--- config.mk ---
export PLATFORM = sky130hd
export DESIGN_NAME = mips_instr_encoder
export DESIGN_NICKNAME = d
export VERILOG_FILES = /design/src/rtl/mips_instr_encoder.sv
export SDC_FILE = /design/constraint.sdc
export NUM_CORES = 1
export LEC_CHECK = 0
export CAP_MARGIN = 10
export CORE_MARGIN = 1.5
export CORE_UTILIZATION = 35
export DETAILED_ROUTE_END_ITERATION = 7
export GPL_TIMING_DRIVEN = 1
export PLACE_DENSITY = 0.7
export RECOVER_POWER = 25
export SYNTH_ARGS = -nofsm -noshare
export SYNTH_HDL_FRONTEND = slang
export SYNTH_SLANG_ARGS = --single-unit
--- constraint.sdc ---
create_clock -name clk -period 2.8 [get_ports clk]
set_clock_uncertainty 0.15 [all_clocks]
set_input_delay 0.84 -clock clk [delete_from_list [all_inputs] [get_ports clk]]
set_output_delay 0.84 -clock clk [all_outputs]
set_load 0.02 [all_outputs]
--- src/rtl/mips_instr_encoder.sv ---
// -----------------------------------------------------------------------------
// mips_instr_encoder
//
// Sequential instruction encoder and program loader for the single-cycle MIPS
// core. Symbolic requests arrive over a valid/ready handshake. Each one is
// encoded into a 32-bit MIPS word and written to the next consecutive
// instruction-memory word address, one cycle after the handshake.
//
// Ports:
//   clk, rst            rising-edge clock, asynchronous active-high reset
//   start, base_addr    open a load session at base_addr (IDLE/DONE only)
//   finish              close the current session (LOAD/FULL only)
//   op_valid, op_ready  request handshake; op_ready is registered, high in LOAD
//   op_kind             0=R 1=addi 2=lw 3=sw 4=beq 5=j 6/7=illegal
//   rs..target          instruction fields
//   mem_we/addr/wdata   instruction-memory write port (held when mem_we=0)
//   count               words written this session (saturates at MAX_WORDS)
//   busy, done, err     session open / session closed / sticky illegal kind
// -----------------------------------------------------------------------------
module mips_instr_encoder #(
  parameter int ADDR_W    = 8,
  parameter int MAX_WORDS = 256
) (
  input  logic              clk,
  input  logic              rst,
  input  logic              start,
  input  logic [ADDR_W-1:0] base_addr,
  input  logic              finish,
  input  logic              op_valid,
  output logic              op_ready,
  input  logic [2:0]        op_kind,
  input  logic [4:0]        rs,
  input  logic [4:0]        rt,
  input  logic [4:0]        rd,
  input  logic [4:0]        shamt,
  input  logic [5:0]        funct,
  input  logic [15:0]       imm,
  input  logic [25:0]       target,
  output logic              mem_we,
  output logic [ADDR_W-1:0] mem_addr,
  output logic [31:0]       mem_wdata,
  output logic [ADDR_W:0]   count,
  output logic              busy,
  output logic              done,
  output logic              err
);

  typedef enum logic [1:0] {IDLE, LOAD, FULL, DONE} state_t;

  localparam logic [ADDR_W+1:0] MAX_W = (ADDR_W+2)'(MAX_WORDS);

  state_t            state, state_nxt;
  logic [ADDR_W-1:0] ptr;
  logic [31:0]       enc_word;
  logic              xfer, legal, last, open_session;
  logic [ADDR_W+1:0] accepted_nxt;

  assign xfer         = op_valid && op_ready;
  assign legal        = (op_kind <= 3'd5);
  assign open_session = start && ((state == IDLE) || (state == DONE));

  // count only advances when a write retires, so a write still pending in
  // mem_we has to be included when deciding whether this transfer fills up.
  assign accepted_nxt = {1'b0, count} + (ADDR_W+2)'(mem_we) + (ADDR_W+2)'(1);
  assign last         = legal && (accepted_nxt == MAX_W);

  // Encoder: pure function of the request fields.
  always_comb begin
    // NOTE: default assignment first so no path leaves enc_word unassigned,
    // which would otherwise infer a latch.
    enc_word = '0;
    case (op_kind)
      3'd0:    enc_word = {6'h00, rs, rt, rd, shamt, funct};
      3'd1:    enc_word = {6'h08, rs, rt, imm};
      3'd2:    enc_word = {6'h23, rs, rt, imm};
      3'd3:    enc_word = {6'h2B, rs, rt, imm};
      3'd4:    enc_word = {6'h04, rs, rt, imm};
      3'd5:    enc_word = {6'h02, target};
      default: enc_word = '0;
    endcase
  end

  // State register.
  always_ff @(posedge clk or posedge rst) begin
    // NOTE: non-blocking assignments in clocked blocks so every register
    // samples pre-edge values regardless of statement order.
    if (rst) state <= IDLE;
    else     state <= state_nxt;
  end

  // Next-state logic. finish wins over the FULL transition so a transfer
  // that arrives together with finish closes the session directly.
  always_comb begin
    state_nxt = state;
    case (state)
      IDLE, DONE: if (start) state_nxt = LOAD;
      LOAD: begin
        if (finish)           state_nxt = DONE;
        else if (xfer && last) state_nxt = FULL;
      end
      FULL:       if (finish) state_nxt = DONE;
      default:    state_nxt = IDLE;
    endcase
  end

  // Decoded state outputs.
  always_comb begin
    busy = (state == LOAD) || (state == FULL);
    done = (state == DONE);
  end

  // Datapath: handshake register, write port, pointer, count and err.
  always_ff @(posedge clk or posedge rst) begin
    if (rst) begin
      op_ready  <= 1'b0;
      mem_we    <= 1'b0;
      mem_addr  <= '0;
      mem_wdata <= '0;
      ptr       <= '0;
      count     <= '0;
      err       <= 1'b0;
    end else begin
      // Registered ready tracks the state being entered.
      op_ready <= (state_nxt == LOAD);
      mem_we   <= xfer && legal;

      // ptr always points at the address the next accepted word will use;
      // it advances as the word is captured into the write register.
      if (xfer && legal) begin
        mem_addr  <= ptr;
        mem_wdata <= enc_word;
        ptr       <= ptr + ADDR_W'(1);
      end

      if (xfer && !legal) err <= 1'b1;

      if (mem_we) count <= count + (ADDR_W+1)'(1);

      // op_ready is low in IDLE/DONE, so no transfer can coincide with this.
      if (open_session) begin
        ptr   <= base_addr;
        count <= '0;
        err   <= 1'b0;
      end
    end
  end

endmodule
---- Yosys cells after proc, flatten, opt, wreduce, memory -nomap -nowiden ----
Cells that the tools add are included.
storage, ports and cells
  input port bits ......................... 84
  output and inout bits ................... 54
  register bits after elaboration ......... 62
cells by class
  reductions and logical operators ........ 15
  equal/unequal tests ..................... 10
  multiplexer cells ....................... 12
  add/sub/neg operators ................... 4
  magnitude comparators ................... 1
operators by type and width
  kind                                            number
  case mux 32 bit (6 select lines)                1
  two-way mux 9 bit                               2
  two-way mux 8 bit                               2
  adder 10 x 1 -> 10 bit, second input constant   1
  adder 9 x 1 -> 10 bit                           1
  == test 10 x 9 -> 1 bit, second input constant  1
  adder 9 x 1 -> 9 bit, second input constant     1
  adder 8 x 1 -> 8 bit, second input constant     1
  two-way mux 2 bit                               4
  == test 3 x 2 -> 1 bit, second input constant   2
  == test 3 bit, second input constant            2
  logical AND 1 bit                               6
  case mux 2 bit (3 select lines)                 1
  nonzero test 2 bit                              3
  == test 2 x 1 -> 1 bit, second input constant   2
  == test 2 bit, second input constant            2
  == test 3 x 1 -> 1 bit, second input constant   1
  <= comparator 3 bit, second input constant      1
  logical NOT 3 bit                               1
  logical NOT 2 bit                               1
  logical OR 1 bit                                2
  two-way mux 1 bit                               2
  OR reduction 2 bit                              1
  logical NOT 1 bit                               1

---- Logic depth before layout (Yosys ltp) ----
Gate-level depths: netlist (run 1).
  depth after elaboration ................. 9
  gate-level depth with buffers ........... 10
  depth with buffers taken out ............ 9

---- Worst setup path before layout (run 1) ----
No wires, ideal clock.
  path type ............................... reg-to-reg
  from .................................... register mem_we
  to ...................................... register op_ready
  arrival time ............................ 1.990 ns
  period minus slack after synthesis ...... 2.269 ns
  buffers on the path ..................... 1
  setup slack ............................. 0.531 ns
  cell stages (with the launch flop) ...... 10
  cell sequence ........................... dfrtp_1 clkbuf_1 inv_1 ha_1 inv_1 ha_1 nand3_1 or3_1 a211oi_2 o41ai_1
on the way
  cells in the longest elaborated chain, start to end .. 9
RTL lines
  what                             RTL line  RTL
  from (decl)                      39        output logic mem_we,
  from (signal assigned)           125       mem_we <= xfer && legal;
  adder 9 x 1 -> 10 bit            64        assign accepted_nxt = {1'b0, count} + (ADDR_W+2)'(mem_we) + (ADDR_W+2)'(1);
  adder 10 x 1 -> 10 bit           64
  == test 10 x 9 -> 1 bit          65        assign last = legal && (accepted_nxt == MAX_W);
  logical AND 1 bit                65
  logical AND 1 bit                99        else if (xfer && last) state_nxt = FULL;
  two-way mux 2 bit                99
  two-way mux 2 bit                98        if (finish) state_nxt = DONE;
  case mux 2 bit (3 select lines)  95        case (state)
  == test 2 x 1 -> 1 bit           124       op_ready <= (state_nxt == LOAD);
  to (signal assigned)             124
  to (decl)                        30        output logic op_ready,
Every way passes these cells.
A chain may end at the register's enable or synchronous reset.

---- Worst setup path after layout (run 1) ----
  from .................................... register state[0]
  to ...................................... output busy
on the way
  cells in the longest elaborated chain, start to end .. 2
  elaborated cells on any way between the ends .. 3
  classes of those cells .................. eq/ne (2); reduce/logical (1)
RTL lines
  what                                                     RTL line  RTL
  from (decl)                                              52        state_t state, state_nxt;
  from (signal assigned)                                   88        else state <= state_nxt;
  == test 2 x 1 -> 1 bit or == test 2 bit (tied branches)  108       busy = (state == LOAD) || (state == FULL);
  logical OR 1 bit *                                       108
  to (decl)                                                43        output logic busy,
Every way passes the cells marked *; elsewhere a longest branch is shown, timed or not.

==> summary by stage, run 1 <==
Placement
The instance count after placement with tap cells included is 603. At the end of routability-driven placement, the weighted congestion stood at 0.843. The setup slack at placement is -0.136 ns. The placement-stage cell area is 4780 um^2. The quantity of I/O buffers inserted on ports is 136.

After legalization and detailed placement, the total HPWL measured 6860 um.

Logic synthesis
Counting flops and latches in the post-synthesis netlist gives 60. The number of nets in the synthesized netlist is roughly 460. The xor/xnor cell area share of the yosys netlist is 0.0487.

Summed over all instances, the cell type with the most area after synthesis is sky130_fd_sc_hd__dfrtp_1. The synthesized-area fraction occupied by ao, oa, aoi and oai cells is 0.166. By area, the combinational part of the netlist is dominated by simple AND/OR/NAND/NOR gates. After synthesis the cells add up to 3240 um^2. The mean post-synth cell area is between 8 and 9 um^2. The share of the Yosys chip area taken by registers is 0.464.

The synthesized-area fraction occupied by adder cells is 0.0271. The cell count after synthesis is 367. The post-synthesis mux area share is 0.0619.

Of the post-synthesis cell area, the dominant cell type holds 0.464. By area the synthesized netlist is led by sky130_fd_sc_hd__dfrtp_1 (46%), sky130_fd_sc_hd__nand2_1 (7.1%), sky130_fd_sc_hd__nor2_1 (7.1%). Of the total synthesized cell area, the portion taken by AND, OR, NAND and NOR gates is 0.190. The number of flops mapped to enable cells by yosys is 0. The share of async-settable or async-resettable flops after synthesis is 1.00.

In this run, distinct cell masters in the synthesized netlist total 40. For this run, the number of Yosys warnings is 0. The top flip-flop cell by instance count after synthesis is sky130_fd_sc_hd__dfrtp_1.

Clock network
For the worst-skew pair, the clock arrives at the later sink with an insertion delay of 0.34 ns. The clock root buffer master is sky130_fd_sc_hd__clkbuf_8. The TritonCTS clock tree is built. The H-tree was split into 3 levels. The number of buffers added for setup after CTS is 0. The count of clock tree sinks is 60. The CTS clock-pin slew for the worst setup and hold paths is 0.07 ns. After clock tree synthesis, the flow added hold-fix buffers numbering 0. The maximum root-to-sink buffer count is 2. The number of clock buffers added by TritonCTS is 9.

Cells and area
The repair_antennas step left the layout with diodes totalling 0. The area growth from synthesis to layout is 52.7%. The commonest non-fill, non-tap cell in the layout is sky130_fd_sc_hd__clkdlybuf4s50_1. In the final layout, the share of cells above drive strength 1 is 0.0961. The net count reported at finish is 597. The post-route non-filler standard cell count is 618. In the layout the commonest cells are sky130_fd_sc_hd__clkdlybuf4s50_1 (134), sky130_fd_sc_hd__nor2_1 (61), sky130_fd_sc_hd__nand2_1 (60), sky130_fd_sc_hd__dfrtp_1 (60), sky130_fd_sc_hd__o21ai_0 (22). The post-route cell area is 4940 um^2.

Global route
Entering global routing, the biggest net connects 53 pins. The wire length of the first global-routing pass is 14900 um. The number of antenna violations at the first check in global routing is 0. In the global route stage, overall resource usage came out at 0.191. The number of global-route vias before repair is 3028. The residual overflow from global routing is 0.

STA
The slew at the pin closest to its max-slew limit is 1.07 ns. Derived from the worst setup path, the maximum achievable clock frequency is 377 MHz. Measured against its own limit, the worst slew margin works out to 0.282.

The final critical delay including setup and external delays is ~2.7 ns. The final period utilization is 0.947. The final-report max-slew violation count is 0. Setup total negative slack on the finished layout was measured at 0 ns. Setup repair after global routing left no endpoint under its margin. The final setup violation count is 0.

The final count of hold timing violations is 0. Setup slack on the critical path of the routed design comes to 0.149 ns.

Worst setup path
Among cell families on the critical path, the largest total delay comes from buffers and inverters. The worst setup path is captured at an output port. In this run the number of cells on the critical path is 4.

The cell that appears most often on the critical path is sky130_fd_sc_hd__inv_1. The launching element type of the critical path is a flop. Along the worst path, the maximum fanout reaches 6.

The critical-path cell with the highest stage delay is sky130_fd_sc_hd__dfrtp_1. The critical path data required time is 1.81 ns. The worst register-to-register path has a depth of 8. Data on the critical path arrives at its endpoint at 1.66 ns. In this run the register-to-register setup slack is 0.54 ns.

The signal on the critical path passes through inv_1 -> ha_1 -> inv_1 -> dlygate4sd2_1. By startpoint and endpoint, the worst setup path is classified as flop to output port. The maximum cell stage delay along the critical path is 0.45 ns. The worst path buffer plus inverter count is 3.

Hold path
The worst hold path passes through 2 cells. The tightest min-delay check is of the flop to flop type.

Floorplan
The width of the chip is 99.2 um. The area of the die is 9830 um^2. The core region is 8850 um^2.

The number of standard-cell rows in the floorplan is 34. The top-level I/O count is about 140. The initial utilization of the core area, before any placement, comes to 0.366. The die extent in y is 99.2 um.

Power
The maximum vdd drop is 0.423 mV. Dividing total power by cell area gives a power density of 885 nW/um^2. The standby leakage power is 2.09 nW.

Drt
For this run, design rule violations remaining after detail routing come to 0. After detailed routing, the total wire length is 9490 um. Dividing the detail-routed via count by the number of cells gives 5.09. In this run the remaining antenna-violating nets after routing total 0. The total number of vias is ~3100. The average detailed-routed wire length per instance is 15.4 um. The first TritonRoute pass finished after 4 iterations.

The number of violations reported at the end of detailed-routing iteration 0 is 102.

Flow run
The max-cap check violation count is 0.

Run status
The run finished with clean final reports.
[what timing repair did]
action,in CTS,in global routing
resized for setup,1,0
endpoints found under the hold margin,0,0
endpoints found under the setup margin,1,0
[cell usage after synthesis (all sizes together), types with 4 or more instances]
cell type,number
mux2,16
clkbuf,10
nor2,62
nand4,6
o21ai,29
inv,9
xnor2,9
a21oi,20
dfrtp,60
ha,7
a221oi,10
nand2,61
buf,12
a22oi,16
nand3,4
xor2,9
[report_power, final]
group / internal, mW / switching [mW]
clock network: 0.403 / 0.352
registers: 1.24 / 0.275
logic: 1.02 / 1.09
total: 2.66 / 1.72
[worst min-delay path, cell delays in order, from the launching register on]
cell and delay [ns]:
sky130_fd_sc_hd__dfrtp_1 0.35, sky130_fd_sc_hd__nand2_1 0.05, sky130_fd_sc_hd__nand2_1 0.05
[worst paths after layout]
check / from / endpoint
min reg2reg: mem_addr[2]$_DFFE_PP0P_ / mem_addr[2]$_DFFE_PP0P_
min: mem_addr[2]$_DFFE_PP0P_ / mem_addr[2]$_DFFE_PP0P_
min in group asynchronous: rst / count[1]$_DFFE_PP0P_
max in group asynchronous: rst / mem_addr[5]$_DFFE_PP0P_
max: state[0]$_DFF_PP0_ / busy
max reg2reg: mem_we$_DFF_PP0_ / op_ready$_DFF_PP0_
[logic make-up (layout without fill, tap and decap cells)]
kind of cell | count (synthesis) | in the layout
other | 1 | 1
and+or+nand+nor | 147 | 147
adders and majority gates | 7 | 7
buffers and inverters | 31 | 174
AOI/OAI and AO/OA | 85 | 85
DFF | 60 | 60
muxes | 18 | 18
xor gates and xnor gates | 18 | 18
[flip-flops by register name, indices dropped and copies added, names as in the netlist]
signal,cells
state,2
err,1
mem_addr,8
op_ready,1
ptr,8
mem_we,1
count,9
mem_wdata,30
[stage by stage]
| step | total power [mW] | util | hold slack, ns |
|---|---|---|---|
| after floorplan | 2.63 | - | 0.310 |
| after global placement | 3.61 | 0.540 | 0.310 |
| after detailed placement | 3.66 | 0.540 | 0.316 |
| after CTS | 4.41 | 0.560 | 0.334 |
| after global routing | 4.66 | 0.559 | 0.363 |
| final | 4.37 | 0.559 | 0.328 |
[layout make-up]
type,count,area [um^2]
clock inverter,5,53.8
multi-input combinational,276,1600
inverter,9,33.8
tap,108,135
fill,790,3910
timing repair buffer,150,1490
clock buffer,10,128
sequential,60,1500
[per-layer routing]
layer | wire (um) | up-vias | share of wire | track usage
met3 | 606 | 15 | 0.064 | 0.0443
met4 | 152 | 0 | 0.016 | 0.0607
li1 | - | 1546 | - | -
met2 | 4440 | 111 | 0.47 | 0.310
met5 | 0 | - | 0 | 0
met1 | 4300 | 1474 | 0.45 | 0.256
Note: power is estimated with default switching activity, not from simulation.
==> inputs of run 2 (changes only) <==
--- a/config.mk
+++ b/config.mk
@@ -5,13 +5,15 @@
 export SDC_FILE = /design/constraint.sdc
 export NUM_CORES = 1
 export LEC_CHECK = 0
+export ABC_AREA = 1
 export CAP_MARGIN = 10
 export CORE_MARGIN = 1.5
 export CORE_UTILIZATION = 35
 export DETAILED_ROUTE_END_ITERATION = 7
 export GPL_TIMING_DRIVEN = 1
-export PLACE_DENSITY = 0.7
+export PLACE_DENSITY = 0.71
 export RECOVER_POWER = 25
+export REMOVE_ABC_BUFFERS = 1
 export SYNTH_ARGS = -nofsm -noshare
 export SYNTH_HDL_FRONTEND = slang
 export SYNTH_SLANG_ARGS = --single-unit
==> summary by stage, run 2 <==
Clock network
The H-tree was split into 3 levels. Buffers inserted to repair hold after CTS numbered 0. The clock root buffer master is sky130_fd_sc_hd__clkbuf_8.

In this run, CTS created clock tree buffers numbering 9. In this run the deepest clock path goes through 2 buffers. The CTS clock-pin slew for the worst setup and hold paths is around 0.070 ns. Clock latency on the worst-skew pair, taken at its later pin, is 0.33 ns. The TritonCTS clock tree is built. The count of clock tree sinks is 60.

STA
Of the available clock period, the critical path in the final layout requires 0.929. Setup repair after global routing left no endpoint under its margin. For the pin with the worst max-slew slack, the measured transition is about 1.6 ns. The maximum clock frequency is 385 MHz. The worst slew slack as a fraction of its limit is -0.0413. The final-report max-slew violation count is 61.

The final count of hold timing violations was 0. The final critical delay including setup and external delays is 2.60 ns. The final setup violation count is 0.

Power
The combinational cell fraction of total power is 0.464. Of the total power, the share spent switching nets is 0.376. The sequential fraction of design power is 0.324. Of the total power, the clock network draws 0.211. The maximum vdd drop is 0.411 mV.

In this run the static leakage power is 2.11 nW. The overall power is between 4 and 5 mW. The internal portion of the total power is 2.89 mW. The ratio of total power to cell area is 949 nW/um^2.

Summed over all nets, the switching power comes to approximately 1.7 mW.

Cells and area
The signed area change from the synthesized netlist to the final layout is 56.4%. With fillers left out, the area of the finished cells amounts to 4890 um^2. The register with the most flip-flops is mem_wdata. The flip-flop count of the largest register, all copies and words added is 30. The net count reported at finish is 634.

In the final layout, the share of cells above drive strength 1 is 0.0566. The library cell used most frequently in the layout, excluding fill and tap cells, is sky130_fd_sc_hd__clkdlybuf4s50_1. The largest registers in the layout are mem_wdata: 30 flops, count: 9 flops. The number of diodes added for antenna fixing is 0. In the layout the commonest cells are sky130_fd_sc_hd__clkdlybuf4s50_1 (135), sky130_fd_sc_hd__nand2_1 (119), sky130_fd_sc_hd__nor2_1 (61).

Run status
The final reports fail on max-capacitance violations, max-slew violations. The run finished, with violations left.

Drt
In the final routed layout, each cell accounts on average for 13.7 um. The number of remaining DRC errors is 0. Summing over every cut layer, the via total after detailed routing is 3190. The number of violations reported at the end of detailed-routing iteration 0 is roughly 100. Before antenna repair, the detailed router went through 4 iterations. The ratio of routed vias to standard cells is 4.86.

Once detail routing completed, the nets flagged for antenna violations numbered 0. The sum of routed wire length over all layers is around 9000 um.

Logic synthesis
The number of flops mapped to enable cells by yosys is 0. Ranked by total cell area, the synthesized netlist is headed by sky130_fd_sc_hd__dfrtp_1 (48%), sky130_fd_sc_hd__nand2_1 (14%), sky130_fd_sc_hd__nor2_1 (7.3%). The cell count after synthesis is 403. The Yosys step of the flow raised 0 warnings. The register bit total from synthesis is 60. A synthesized cell averages 7.75 um^2. The synthesized design spends more area on one cell type than any other, namely sky130_fd_sc_hd__dfrtp_1. The share of async-settable or async-resettable flops after synthesis is 1.00. Synthesis instantiated 27 different standard cells from the library. Yosys instantiated no cell more often than sky130_fd_sc_hd__nand2_1. In the synthesized netlist the dominant register cell turns out to be sky130_fd_sc_hd__dfrtp_1. The share of the Yosys chip area taken by registers is 0.481. Of the post-synthesis cell area, the dominant cell type holds 0.481. The post-synthesis instance area is around 3100 um^2.

Counting instances in the post-synthesis netlist gives the leading cell types as sky130_fd_sc_hd__nand2_1 (119), sky130_fd_sc_hd__nor2_1 (61), sky130_fd_sc_hd__dfrtp_1 (60), sky130_fd_sc_hd__inv_1 (31), sky130_fd_sc_hd__nand3_1 (28).

Global route
The number of global-route vias before repair came to 3200. The wire length of the first global-routing pass is 14900 um. The global-route total usage across every layer is 0.193. The number of antenna violations at the first check in global routing is 0.

The residual overflow from global routing is 0. The largest net degree at the start of global routing is between 60 and 70.

Worst setup path
Data on the critical path arrives at its endpoint at 1.61 ns. Of all nets on the critical path, the largest fanout is 5. The class of the most critical setup path is flop to output port. STA puts the critical path data required time at about 1.8 ns. The worst setup path is captured at an output port. The launching element type of the critical path is a flop.

Placement
The placer's final routability congestion estimate is roughly 0.87. The HPWL reported at the end of detailed placement is 6550 um. The count of buffers added on input and output ports is around 140. Once placement finished, the instance area stood at 4650 um^2.

Floorplan
The initial standard-cell utilization of the core is 0.360. The die covers 9500 um^2. The floorplan has 34 rows.

138 I/O pins were placed. The total area inside the core boundary comes to 8680 um^2. In this run the vertical extent of the chip is 97.5 um. The die is 97.5 um wide.

Hold path
The min-delay analysis places its worst path in the category flop to flop.

Flow run
The max-cap check violation count is 1.
-- run 2: cell types whose count changed after synthesis, sizes merged, moves of 4 or more --
cell,before,now
a22oi,16,0
nand2,61,120
a21oi,20,12
inv,9,31
a41oi,0,16
xor2,9,4
buf,12,8
mux2,16,0
nand3,4,28
a31oi,1,12
a221oi,10,0
xnor2,9,0
o21ai,29,17
nand4,6,2
-- run 2: final timing paths --
path	from	to	slack [ns]	cells past startpoint
hold reg to reg	mem_wdata[29]$_DFFE_PP0P_	mem_wdata[29]$_DFFE_PP0P_	0.33	2
setup / recovery	state[0]$_DFF_PP0_	busy	0.20	4
min in group asynchronous	rst	op_ready$_DFF_PP0_	1.21	3
hold / removal	mem_wdata[29]$_DFFE_PP0P_	mem_wdata[29]$_DFFE_PP0P_	0.33	2
max in group asynchronous	rst	mem_wdata[19]$_DFFE_PP0P_	0.37	3
setup reg to reg	mem_we$_DFF_PP0_	op_ready$_DFF_PP0_	0.39	14
-- run 2: final cells by class --
type                    instances  area [um^2]
clock buffers                  12          155
clock inverters                 4         95.1
fillers                       814         3790
inverters                      33          124
multi-input cells             293         1420
flip-flops and latches         60         1500
well taps                     108          135
repair buffers                146         1460
-- run 2: cell families (layout without fill, tap and decap cells) --
kind of cell    Yosys count  count (layout)  synth area share
buf+inv                  50             195            0.0657
fa+ha+maj                 7               7            0.0280
xor+xnor                  4               4            0.0112
compound gates           61              61             0.127
simple gates            220             220             0.286
flops                    60              60             0.481
other cells               1               1           0.00120
-- run 2: through the flow --
| stage | setup slack (ns) | hold slack, ns | util | instances | setup TNS, ns |
|---|---|---|---|---|---|
| final | 0.200 | 0.327 | 0.563 | 656 | 0 |
| after global routing | 0.0414 | 0.352 | 0.563 | 656 | 0 |
| after CTS | 0.182 | 0.328 | 0.565 | 656 | 0 |
| after detailed placement | 0.110 | 0.311 | 0.536 | 640 | 0 |
| after global placement | 0.123 | 0.313 | 0.536 | 640 | 0 |
| after floorplan | -0.505 | 0.340 | - | 386 | -9.98 |
-- run 2: power groups by stage --
stage | clock network [mW] | registers [mW] | logic (mW)
after floorplan | 0 | 1.86 | 0.765
after global placement | 0 | 1.50 | 2.14
after detailed placement | 0 | 1.52 | 2.17
after CTS | 1.00 | 1.50 | 2.17
after global routing | 1.04 | 1.55 | 2.36
final | 0.980 | 1.50 | 2.15
-- run 2: layer usage --
| layer | track usage | wire (um) | vias up |
|---|---|---|---|
| met5 | 0 | 0 | - |
| met4 | 0.0637 | 135 | 0 |
| met3 | 0.0453 | 598 | 17 |
| met2 | 0.318 | 4300 | 128 |
| met1 | 0.249 | 3960 | 1440 |
| li1 | - | - | 1605 |
-- run 2: worst max-delay path, cell delays in order, from the launching register on --
cell	delay, ns
sky130_fd_sc_hd__dfrtp_1	0.42
sky130_fd_sc_hd__inv_1	0.08
sky130_fd_sc_hd__ha_1	0.32
sky130_fd_sc_hd__inv_1	0.12
sky130_fd_sc_hd__dlygate4sd2_1	0.35
-- run 2: what timing repair did --
item                                    4_1_cts  5_1_grt
gates resized for setup                       1        0
buffers inserted                              0        0
endpoints found under the setup margin        1        0
==> inputs of run 3 (changes only) <==
--- a/config.mk
+++ b/config.mk
@@ -8,10 +8,11 @@
 export ABC_AREA = 1
 export CAP_MARGIN = 10
 export CORE_MARGIN = 1.5
-export CORE_UTILIZATION = 35
+export CORE_UTILIZATION = 31
+export CTS_CLUSTER_SIZE = 24
 export DETAILED_ROUTE_END_ITERATION = 7
 export GPL_TIMING_DRIVEN = 1
-export PLACE_DENSITY = 0.71
+export PLACE_DENSITY = 0.64
 export RECOVER_POWER = 25
 export REMOVE_ABC_BUFFERS = 1
 export SYNTH_ARGS = -nofsm -noshare
==> summary by stage, run 3 (synthesis results as in run 2) <==
STA
The maximum clock frequency is 385 MHz. The worst slew slack as a fraction of its limit is 0.454. Summed over all failing endpoints, the final setup total negative slack is 0 ns. The final period utilization is 0.927. Setup repair after global routing left no endpoint under its margin. The final-report max-slew violation count is 0. The final count of hold timing violations is 0. Across all setup checks in the final design, the least slack found is 0.205 ns. The slew at the pin closest to its max-slew limit is 0.819 ns. The final setup violation count is 0.

The final critical delay including setup and external delays is 2.60 ns.

Cells and area
The register with the most flip-flops is mem_wdata. In the layout the commonest cells are sky130_fd_sc_hd__clkdlybuf4s50_1 (133), sky130_fd_sc_hd__nand2_1 (119), sky130_fd_sc_hd__nor2_1 (61). The commonest non-fill, non-tap cell in the layout is sky130_fd_sc_hd__clkdlybuf4s50_1. The net count reported at finish is about 640.

The post-route non-filler standard cell count is 682. The largest registers in the layout are mem_wdata: 30 flops, count: 9 flops. The number of diodes added for antenna fixing is 0. At the end of the flow the core is filled with cells to 0.496. The share of post-route cells with drive strength above 1 is 0.0565. The signed area change from the synthesized netlist to the final layout is 55.2%. The flip-flop count of the largest register, all copies and words added is 30.

Power
The sequential fraction of design power is 0.344. In this run the power density over the cells is between 800 and 900 nW/um^2. Of the total power, combinational logic draws 0.496. The relative contribution of the clock network to total power is 0.160. The switching power of the nets is 1.75 mW. Summed over all cells, the static leakage comes to 2.08 nW. The maximum vdd drop is 0.428 mV.

Overall power consumption after layout is estimated at 4.35 mW. Of the total power, the share spent switching nets is 0.402. The design internal power is 2.60 mW.

Drt
In the final routed layout, each cell accounts on average for between 10 and 15 um. The number of remaining DRC errors is 0. The ratio of routed vias to standard cells is roughly 4.7. Summing over every cut layer, the via total after detailed routing is around 3200.

The first detailed-routing pass ran for 4 iterations. For this block, the routed nets add up to 8980 um of wire. The detailed router finished its first iteration with 75 violations.

The post-detailed-route count of antenna-violating nets is 0.

Placement
Once placement completed, the tool counted placed cells totaling 667. Before CTS, the worst setup slack after placement is ~0.14 ns. Summed over all nets, the half-perimeter wirelength after detailed placement is roughly 6700 um. The congestion estimate from routability-driven global placement came to 0.817.

Buffers placed on the I/O ports in this run total 136.

Clock network
The level count of the clock H-tree is 3. The TritonCTS clock tree is built. The longest clock path from root to sink contains 2 buffers. The clock insertion delay at the later pin of the skew report is approximately 0.34 ns. In this run, CTS created clock tree buffers numbering 9.

The count of clock tree sinks is 60. The clock root buffer master is sky130_fd_sc_hd__clkbuf_8. The CTS clock-pin slew for the worst setup and hold paths is 0.06 ns.

Worst setup path
The peak fanout along the critical path is 5. The critical path is of the flop to output port type. The worst register-to-register path begins at mem_we$_DFF_PP0_. Data on the critical path is required at its endpoint by about 1.8 ns. The worst setup path is launched from a flop. The worst setup path is captured at an output port. The first element of the critical path is state[0]$_DFF_PP0_. The data arrival time at the worst-slack endpoint is about 1.6 ns.

Global route
The number of global-route vias before repair is ~3000. For this run, the total global-route usage over all layers was measured as 0.167. The largest net degree at the start of global routing is 39. The number of antenna violations at the first check in global routing is 0. The first global-routing pass estimated 13900 um of wire. For this run the aggregate overflow at the end of global routing stands at 0.

Floorplan
In this run the vertical extent of the chip is 103 um. The initial standard-cell utilization of the core is 0.320. The floorplan step defined a core boundary enclosing just under 10000 um^2. The top-level I/O count is 138. The area of the die is 10700 um^2. The floorplan has 36 rows. The width of the chip is approximately 100 um.

Flow run
Across the run, the number of max-cap violations was 0.

Run status
The flow ran to the end, and the final reports show no timing, DRC or antenna violations.

Hold path
The beginning of the worst hold path is mem_addr[0]$_DFFE_PP0P_. The path class of the tightest hold or removal check is flop to flop.
[run 3: final timing paths]
path | endpoint | slack (ns) | cells after the start
min in group asynchronous | op_ready$_DFF_PP0_ | 0.94 | 2
hold / removal | mem_addr[0]$_DFFE_PP0P_ | 0.33 | 2
hold reg to reg | mem_addr[0]$_DFFE_PP0P_ | 0.33 | 2
max in group asynchronous | ptr[3]$_DFFE_PP0P_ | 0.48 | 3
setup / recovery | busy | 0.20 | 4
setup reg to reg | state[0]$_DFF_PP0_ | 0.47 | 14
[run 3: per-layer routing]
metal,GRT usage,vias to the layer above,part of all wire
met5,0,-,0
met3,0.0444,9,0.066
met1,0.205,1504,0.43
met2,0.282,96,0.49
met4,0.0634,0,0.011
li1,-,1601,-
[run 3: cell type report]
class	instances	area, um^2
Fill cell	995	4930
Sequential cell	60	1500
Timing Repair Buffer	148	1470
Multi-Input combinational cell	293	1420
Tap cell	133	166
Clock buffer	11	141
Inverter	33	124
Clock inverter	4	26.3
[run 3: stage by stage]
stage / hold slack [ns] / cell area (um^2)
after floorplan: 0.340 / 3040
after global placement: 0.312 / 4700
after detailed placement: 0.317 / 4700
after CTS: 0.336 / 4860
after global routing: 0.347 / 4850
final: 0.333 / 4850
[run 3: power by group through the flow]
stage               registers, mW  clock network (mW)  logic [mW]
global route                 1.56               0.737        2.38
floorplan                    1.86                   0       0.765
global placement             1.50                   0        2.16
CTS                          1.50               0.710        2.18
finish                       1.50               0.696        2.16
detailed placement           1.52                   0        2.18
[run 3: worst max-delay path, stage by stage (launching register included)]
cell                            delay (ns)
sky130_fd_sc_hd__dfrtp_1              0.41
sky130_fd_sc_hd__inv_1                0.08
sky130_fd_sc_hd__ha_1                 0.32
sky130_fd_sc_hd__inv_1                0.12
sky130_fd_sc_hd__dlygate4sd2_1        0.35
[run 3: timing repair]
item | in CTS | in global routing
setup buffers | 0 | 0
hold buffers | 0 | 0
gates resized for setup | 1 | 0
setup endpoints to repair | 1 | 0
